$ cat config.mk
export PLATFORM = sky130hd
export DESIGN_NAME = pe_operand_arbiter
export DESIGN_NICKNAME = d
export VERILOG_FILES = /design/src/rtl/pe_operand_arbiter.sv
export SDC_FILE = /design/constraint.sdc
export NUM_CORES = 1
export LEC_CHECK = 0
export CAP_MARGIN = 10
export CORE_AREA = 2 2 39 41
export DETAILED_ROUTE_END_ITERATION = 16
export DIE_AREA = 0 0 41 43
export PLACE_DENSITY = 0.63
export SLEW_MARGIN = 10
export SYNTH_ARGS = -nofsm -noshare
export SYNTH_HDL_FRONTEND = slang
export SYNTH_SLANG_ARGS = --single-unit
$ cat constraint.sdc
create_clock -name clk -period 1.8 [get_ports clk]
set_input_delay 0.54 -clock clk [delete_from_list [all_inputs] [get_ports clk]]
set_output_delay 0.54 -clock clk [all_outputs]
set_load 0.01 [all_outputs]
$ cat src/rtl/pe_operand_arbiter.sv
// Round-robin arbiter for the PE's shared 32-bit operand path: one-hot grant, 3:1 mux select, valid/ready beat handshake.
// Optional multi-beat grants are enabled by defining ARB_BURST_EN (MAX_BURST caps beats per grant).
//
// state   | meaning
// --------+---------------------------------------------------------------
// S_IDLE  | no grant held; gnt 000, sel 11; arbitrates as soon as any req is high
// S_GRANT | one source owns the mux; released on transfer (or burst end) or req drop
module pe_operand_arbiter #(
    parameter int unsigned MAX_BURST = 8
) (
    input  logic       clk,
    input  logic       rst_n,
    input  logic [2:0] i_req,
    input  logic [2:0] i_last,
    input  logic       i_out_ready,
    output logic [2:0] o_gnt,
    output logic [1:0] o_sel,
    output logic       o_out_valid,
    output logic       o_busy
);

    typedef enum logic [0:0] {S_IDLE, S_GRANT} state_t;

    state_t     r_state;
    logic [2:0] r_gnt;
    logic [1:0] r_sel;
    logic [1:0] r_ptr;

    logic [1:0] w_win_sel;
    logic [2:0] w_win_gnt;
    logic       w_any_req;
    logic       w_out_valid;
    logic       w_xfer;
    logic       w_release;

    // r_ptr always equals the granted index while in S_GRANT, so a release
    // arbitrating from r_ptr automatically puts the releasing source last.
    always_comb begin
        w_win_sel = 2'b11;
        case (r_ptr)
            2'd0: begin
                if      (i_req[1]) w_win_sel = 2'd1;
                else if (i_req[2]) w_win_sel = 2'd2;
                else if (i_req[0]) w_win_sel = 2'd0;
            end
            2'd1: begin
                if      (i_req[2]) w_win_sel = 2'd2;
                else if (i_req[0]) w_win_sel = 2'd0;
                else if (i_req[1]) w_win_sel = 2'd1;
            end
            default: begin
                if      (i_req[0]) w_win_sel = 2'd0;
                else if (i_req[1]) w_win_sel = 2'd1;
                else if (i_req[2]) w_win_sel = 2'd2;
            end
        endcase
    end

    always_comb begin
        w_win_gnt = 3'b000;
        case (w_win_sel)
            2'd0:    w_win_gnt = 3'b001;
            2'd1:    w_win_gnt = 3'b010;
            2'd2:    w_win_gnt = 3'b100;
            default: w_win_gnt = 3'b000;
        endcase
    end

    assign w_any_req   = |i_req;
    assign w_out_valid = |(r_gnt & i_req);
    assign w_xfer      = w_out_valid & i_out_ready;

`ifdef ARB_BURST_EN
    localparam logic [7:0] L_MAX_BURST = 8'(MAX_BURST);

    logic [7:0] r_beat_cnt;
    logic [7:0] w_beat_inc;

    assign w_beat_inc = r_beat_cnt + 8'd1;
    assign w_release  = !w_out_valid ||
                        (w_xfer && ((|(r_gnt & i_last)) || (w_beat_inc == L_MAX_BURST)));

    always_ff @(posedge clk or negedge rst_n) begin
        if (!rst_n) begin
            r_beat_cnt <= 8'd0;
        end else if (r_state == S_IDLE || w_release) begin
            r_beat_cnt <= 8'd0;
        end else if (w_xfer) begin
            r_beat_cnt <= w_beat_inc;
        end
    end
`else
    logic w_unused_cfg;

    assign w_unused_cfg = ^{i_last, 32'(MAX_BURST)};
    assign w_release    = !w_out_valid || w_xfer;
`endif

    always_ff @(posedge clk or negedge rst_n) begin
        if (!rst_n) begin
            r_state <= S_IDLE;
            r_gnt   <= 3'b000;
            r_sel   <= 2'b11;
            r_ptr   <= 2'd2;
        end else begin
            case (r_state)
                S_IDLE: begin
                    if (w_any_req) begin
                        r_state <= S_GRANT;
                        r_gnt   <= w_win_gnt;
                        r_sel   <= w_win_sel;
                        r_ptr   <= w_win_sel;
                    end
                end
                S_GRANT: begin
                    if (w_release) begin
                        if (w_any_req) begin
                            r_gnt <= w_win_gnt;
                            r_sel <= w_win_sel;
                            r_ptr <= w_win_sel;
                        end else begin
                            r_state <= S_IDLE;
                            r_gnt   <= 3'b000;
                            r_sel   <= 2'b11;
                        end
                    end
                end
                default: begin
                    r_state <= S_IDLE;
                    r_gnt   <= 3'b000;
                    r_sel   <= 2'b11;
                end
            endcase
        end
    end

    assign o_gnt       = r_gnt;
    assign o_sel       = r_sel;
    assign o_out_valid = w_out_valid;
    assign o_busy      = (r_state == S_GRANT);

endmodule
# Word level (Yosys, flattened, before mapping)
# Cells that the tools add are included.
dict set report totals {
  reg_bits 8
  out_inout_bits 7
  word_cells 44
}
dict set report op_classes {
  n_eq_ne 5
  mux 25
  n_bitwise 3
  reduce_logical 7
}
# op n
set op_table {}
lappend op_table {{two-way mux 2 bit} 13}
lappend op_table {{case mux 2 bit (2 select lines)} 3}
lappend op_table {{two-way mux 3 bit} 3}
lappend op_table {{case mux 3 bit (3 select lines)} 1}
lappend op_table {{case mux 3 bit (2 select lines)} 1}
lappend op_table {{OR reduction 3 bit} 2}
lappend op_table {{equality test 2 x 1 -> 1 bit (second input constant)} 2}
lappend op_table {{zero test 2 bit} 2}
lappend op_table {{bitwise AND 3 bit} 1}
lappend op_table {{two-way mux 1 bit} 3}
lappend op_table {{equality test 2 bit (second input constant)} 1}
lappend op_table {{inequality test 2 x 1 -> 1 bit (second input constant)} 1}
lappend op_table {{inequality test 2 bit (second input constant)} 1}
lappend op_table {{case mux 1 bit (2 select lines)} 1}
lappend op_table {{AND reduction 2 bit} 1}
lappend op_table {{bitwise AND 1 bit} 1}
lappend op_table {{zero test 1 bit} 1}
lappend op_table {{logical OR 1 bit} 1}
lappend op_table {{NOT 1 bit} 1}

# Longest topological paths before layout
dict set report logic_depth {
  ltp_word 9
  ltp_mapped 5
  depth_no_buf 5
}

# Worst setup path before layout
# OpenSTA, ideal clock, no wires.
dict set report synth_timing {
  path_type {input to output}
  from {input port i_req[0]}
  to {output port o_out_valid}
  arrival_time_ns 1.122
  t_required_ns 1.260
  slack_ns 0.138
  cell_stages 2
  n_path_buf 0
  cell_sequence {a222oi_1 > inv_1}
}
dict set report synth_via {
  elab_chain_cells 2
}
# element line_no
set synth_rtl {}
lappend synth_rtl {{start, declared} 13} ;# input logic [2:0] i_req,
lappend synth_rtl {{bitwise AND 3 bit} 70} ;# assign w_out_valid = |(r_gnt & i_req);
lappend synth_rtl {{OR reduction 3 bit} 70}
lappend synth_rtl {{end, declared} 18} ;# output logic o_out_valid,
# Every way passes these cells.

# Worst setup path after layout
dict set report layout_timing {
  from {register r_gnt[0], in the netlist o_gnt[0]}
  to {output port o_out_valid}
}
dict set report layout_via {
  elab_chain_cells 2
}
# element line_no
set layout_rtl {}
lappend layout_rtl {{start, declared} 25} ;# logic [2:0] r_gnt;
lappend layout_rtl {{start signal, assigned} 110} ;# r_gnt <= w_win_gnt;
lappend layout_rtl {{start signal, assigned} 118} ;# r_gnt <= w_win_gnt;
lappend layout_rtl {{bitwise AND 3 bit} 70}
lappend layout_rtl {{OR reduction 3 bit} 70}
# Every way passes these cells.

==> impl_metrics.toml <==
[cells_and_area]
final_cell_mix = "buf_4 (16), nor2_1 (7), inv_1 (5), dfrtp_1 (5), dlygate4sd2_1 (5)"
final_layout_size_suffix_gt1_share_pct = 38.5
fillCellCount = 142
final_area_um2 = 711
antennaDiodeCount = 0
layout_commonest_cell = "buf_4"
fin_nets = 88
syn_to_final_growth_pct = 62.3

[setup_path]
end_kind = "output pin"
r2r_start = "o_gnt[0]"
critPathRequiredTime_ns = 1.26
cp-start-kind = "register"
critPathArrivalTime_ns = 1.26
worst-setup-path-type = "reg2out"
r2r_slack_ns = 0.10
worstReg2RegEnd = "r_ptr[0]"
worstRegToRegCells = 8
path_max_fanout = 2

[logic_synthesis]
ys_ff_latch = 8
ys_types = 23
avgSynthCellArea_um2 = 9.52
yosys_warnings = 0
synthesis.nets = 55
ys_seq_area_share_pct = 46.6
synth_top_area_share_pct = 28.6
synthCells = 46
synth_area_um2 = 438
synth_area_leader_cell = "dfrtp_1"
synthTopCellsByArea = "dfrtp_1 (29%), dfstp_2 (18%), nor2_1 (6.0%)"

[routing]
drtAntennaViolNets = 0
drt-initial-drc-count = 8
vias_per_cell = 4.85
vias = 456
drc = 0
routed_wl_mm = 1.08
wire_per_inst_um = 11.5
dr.pass1.iters = 4

[sta]
max_slew_margin_pct = 76.1
worst_slew_pin_slew_ns = 0.358
clock-skew-final_ns = 0.0143
max_freq_mhz = 556
drv_slew = 0
setup_viol = 0
period_share_pct = 99.9
final.min_clock_period_ns = 1.80
finalHoldViolations = 0
grt_setup_unrepaired = "yes"

[place]
port_buffers = 12
routabilityCongestion = 0.730
dp_hpwl_um = 816
place_area_um2 = 676

[power_and_ir_drop]
ir_worst_vdd_uv = 497
p_leak_uw = 0.000351
power_density_nw_per_um2 = 1070
power.total_uw = 758

[floorplanning]
fp.dieW_um = 41
core-area_um2 = 1380
ios = 16
dieArea_um2 = 1760
rows = 14
initial_core_util_pct = 31.6
die_y_um = 43

[clocking]
hold_buffers = 0
cts_sinks = 8
htree_levels = 1
cts_buffers = 3
clk_pin_slew_ns = 0.07
root_buffer = "clkbuf_4"
tritoncts = "done"
clk_latency_ns = 0.26
clk_path_buf_depth = 2

[worst_hold_path]
timing.hold.worst_path_depth = 2
hp-start = "o_sel[1]"
holdCritPathClass = "reg2reg"
worstHoldEndpoint = "o_sel[1]"

[grt]
first_global_vias = 438
grt_max_degree = 10
grt_overflow = 0
grt_pass1_wl_mm = 1.78
track_usage_pct = 15.2
antenna_found_initial = 0

[run_status]
outcome = "finished clean"

[run]
drv_cap = 0
state kept, by name, indices dropped and copies added, names as in the netlist:
signal  count
o_busy      1
o_sel       2
o_gnt       3
r_ptr       2
metrics by stage:
step                      worst slack, ns  util, %  hold slack, ns  setup TNS [ns]  cells
after floorplan                     0.138        -           0.244               0     46
after global placement             -0.680     48.8           0.477           -3.01     87
after detailed placement           -0.742     48.8           0.482           -3.49     87
after CTS                         -0.0113     50.3           0.490         -0.0113     92
after global routing              -0.0476     51.4           0.510         -0.0476     94
final                             0.00106     51.4           0.484               0     94
cells by family after synthesis:
group	count (synthesis)	share of synthesized area, %
compound gates	15	28.0
buf+inv	6	5.14
mux	1	2.29
flops	8	46.6
simple gates	16	18.0
synthesized netlist by cell type, drive strengths merged:
cell,instances
a221oi,1
a2bb2o,1
mux2i,1
nor3,3
nand2,4
a22oi,1
a222oi,1
o21ai,2
o31ai,1
dfstp,3
o22ai,1
inv,6
o21ba,2
nor2b,1
nand2b,1
a21boi,1
o22a,1
dfrtp,5
o221ai,2
nor2,7
o2bb2ai,1
per-layer routing:
metal,vias up,share of wire [%],track usage [%]
li1,232,-,-
met1,212,47,19.9
met2,12,50,21.6
met3,0,3.0,3.14
met4,0,0,10.0
met5,-,0,0
timing repair:
item	4_1_cts	5_1_grt
gates cloned	0	0
pin swaps	1	0
endpoints found under the setup margin	13	2
setup buffers	1	2
gates resized for setup	24	0
power by group:
part	leakage (uW)	switching [uW]	internal, uW
Combinational	0.000246	142	192
Sequential	0.0000904	31.4	240
Clock	0.0000150	67.4	85.1
worst max-delay path, cell delays in order (launching register included):
cell and delay, ns:
dfrtp_1 0.38, a222oi_1 0.30, buf_4 0.18, inv_2 0.03, buf_6 0.10
worst max-delay path by stage:
stage	from	to	slack, ns	depth (start not counted)
2_1_floorplan	i_req[0]	o_out_valid	0.14	2
3_3_place_gp	i_req[0]	o_out_valid	-0.68	4
3_5_place_dp	i_req[0]	o_out_valid	-0.74	4
4_1_cts	o_gnt[0]	o_out_valid	-0.01	4
5_1_grt	o_gnt[0]	o_out_valid	-0.05	4
6_report	o_gnt[0]	o_out_valid	0.001	4
layout make-up:
| class | count | area (um^2) | share of cell area (%) |
|---|---|---|---|
| Timing Repair Buffer | 28 | 226 | 31.9 |
| Clock buffer | 4 | 26.3 | 3.70 |
| Multi-Input combinational cell | 32 | 211 | 29.8 |
| Sequential cell | 8 | 204 | 28.7 |
| Tap cell | 16 | 20.0 | 2.82 |
| Inverter | 6 | 22.5 | 3.17 |
Note: power is estimated with default switching activity, not from simulation.
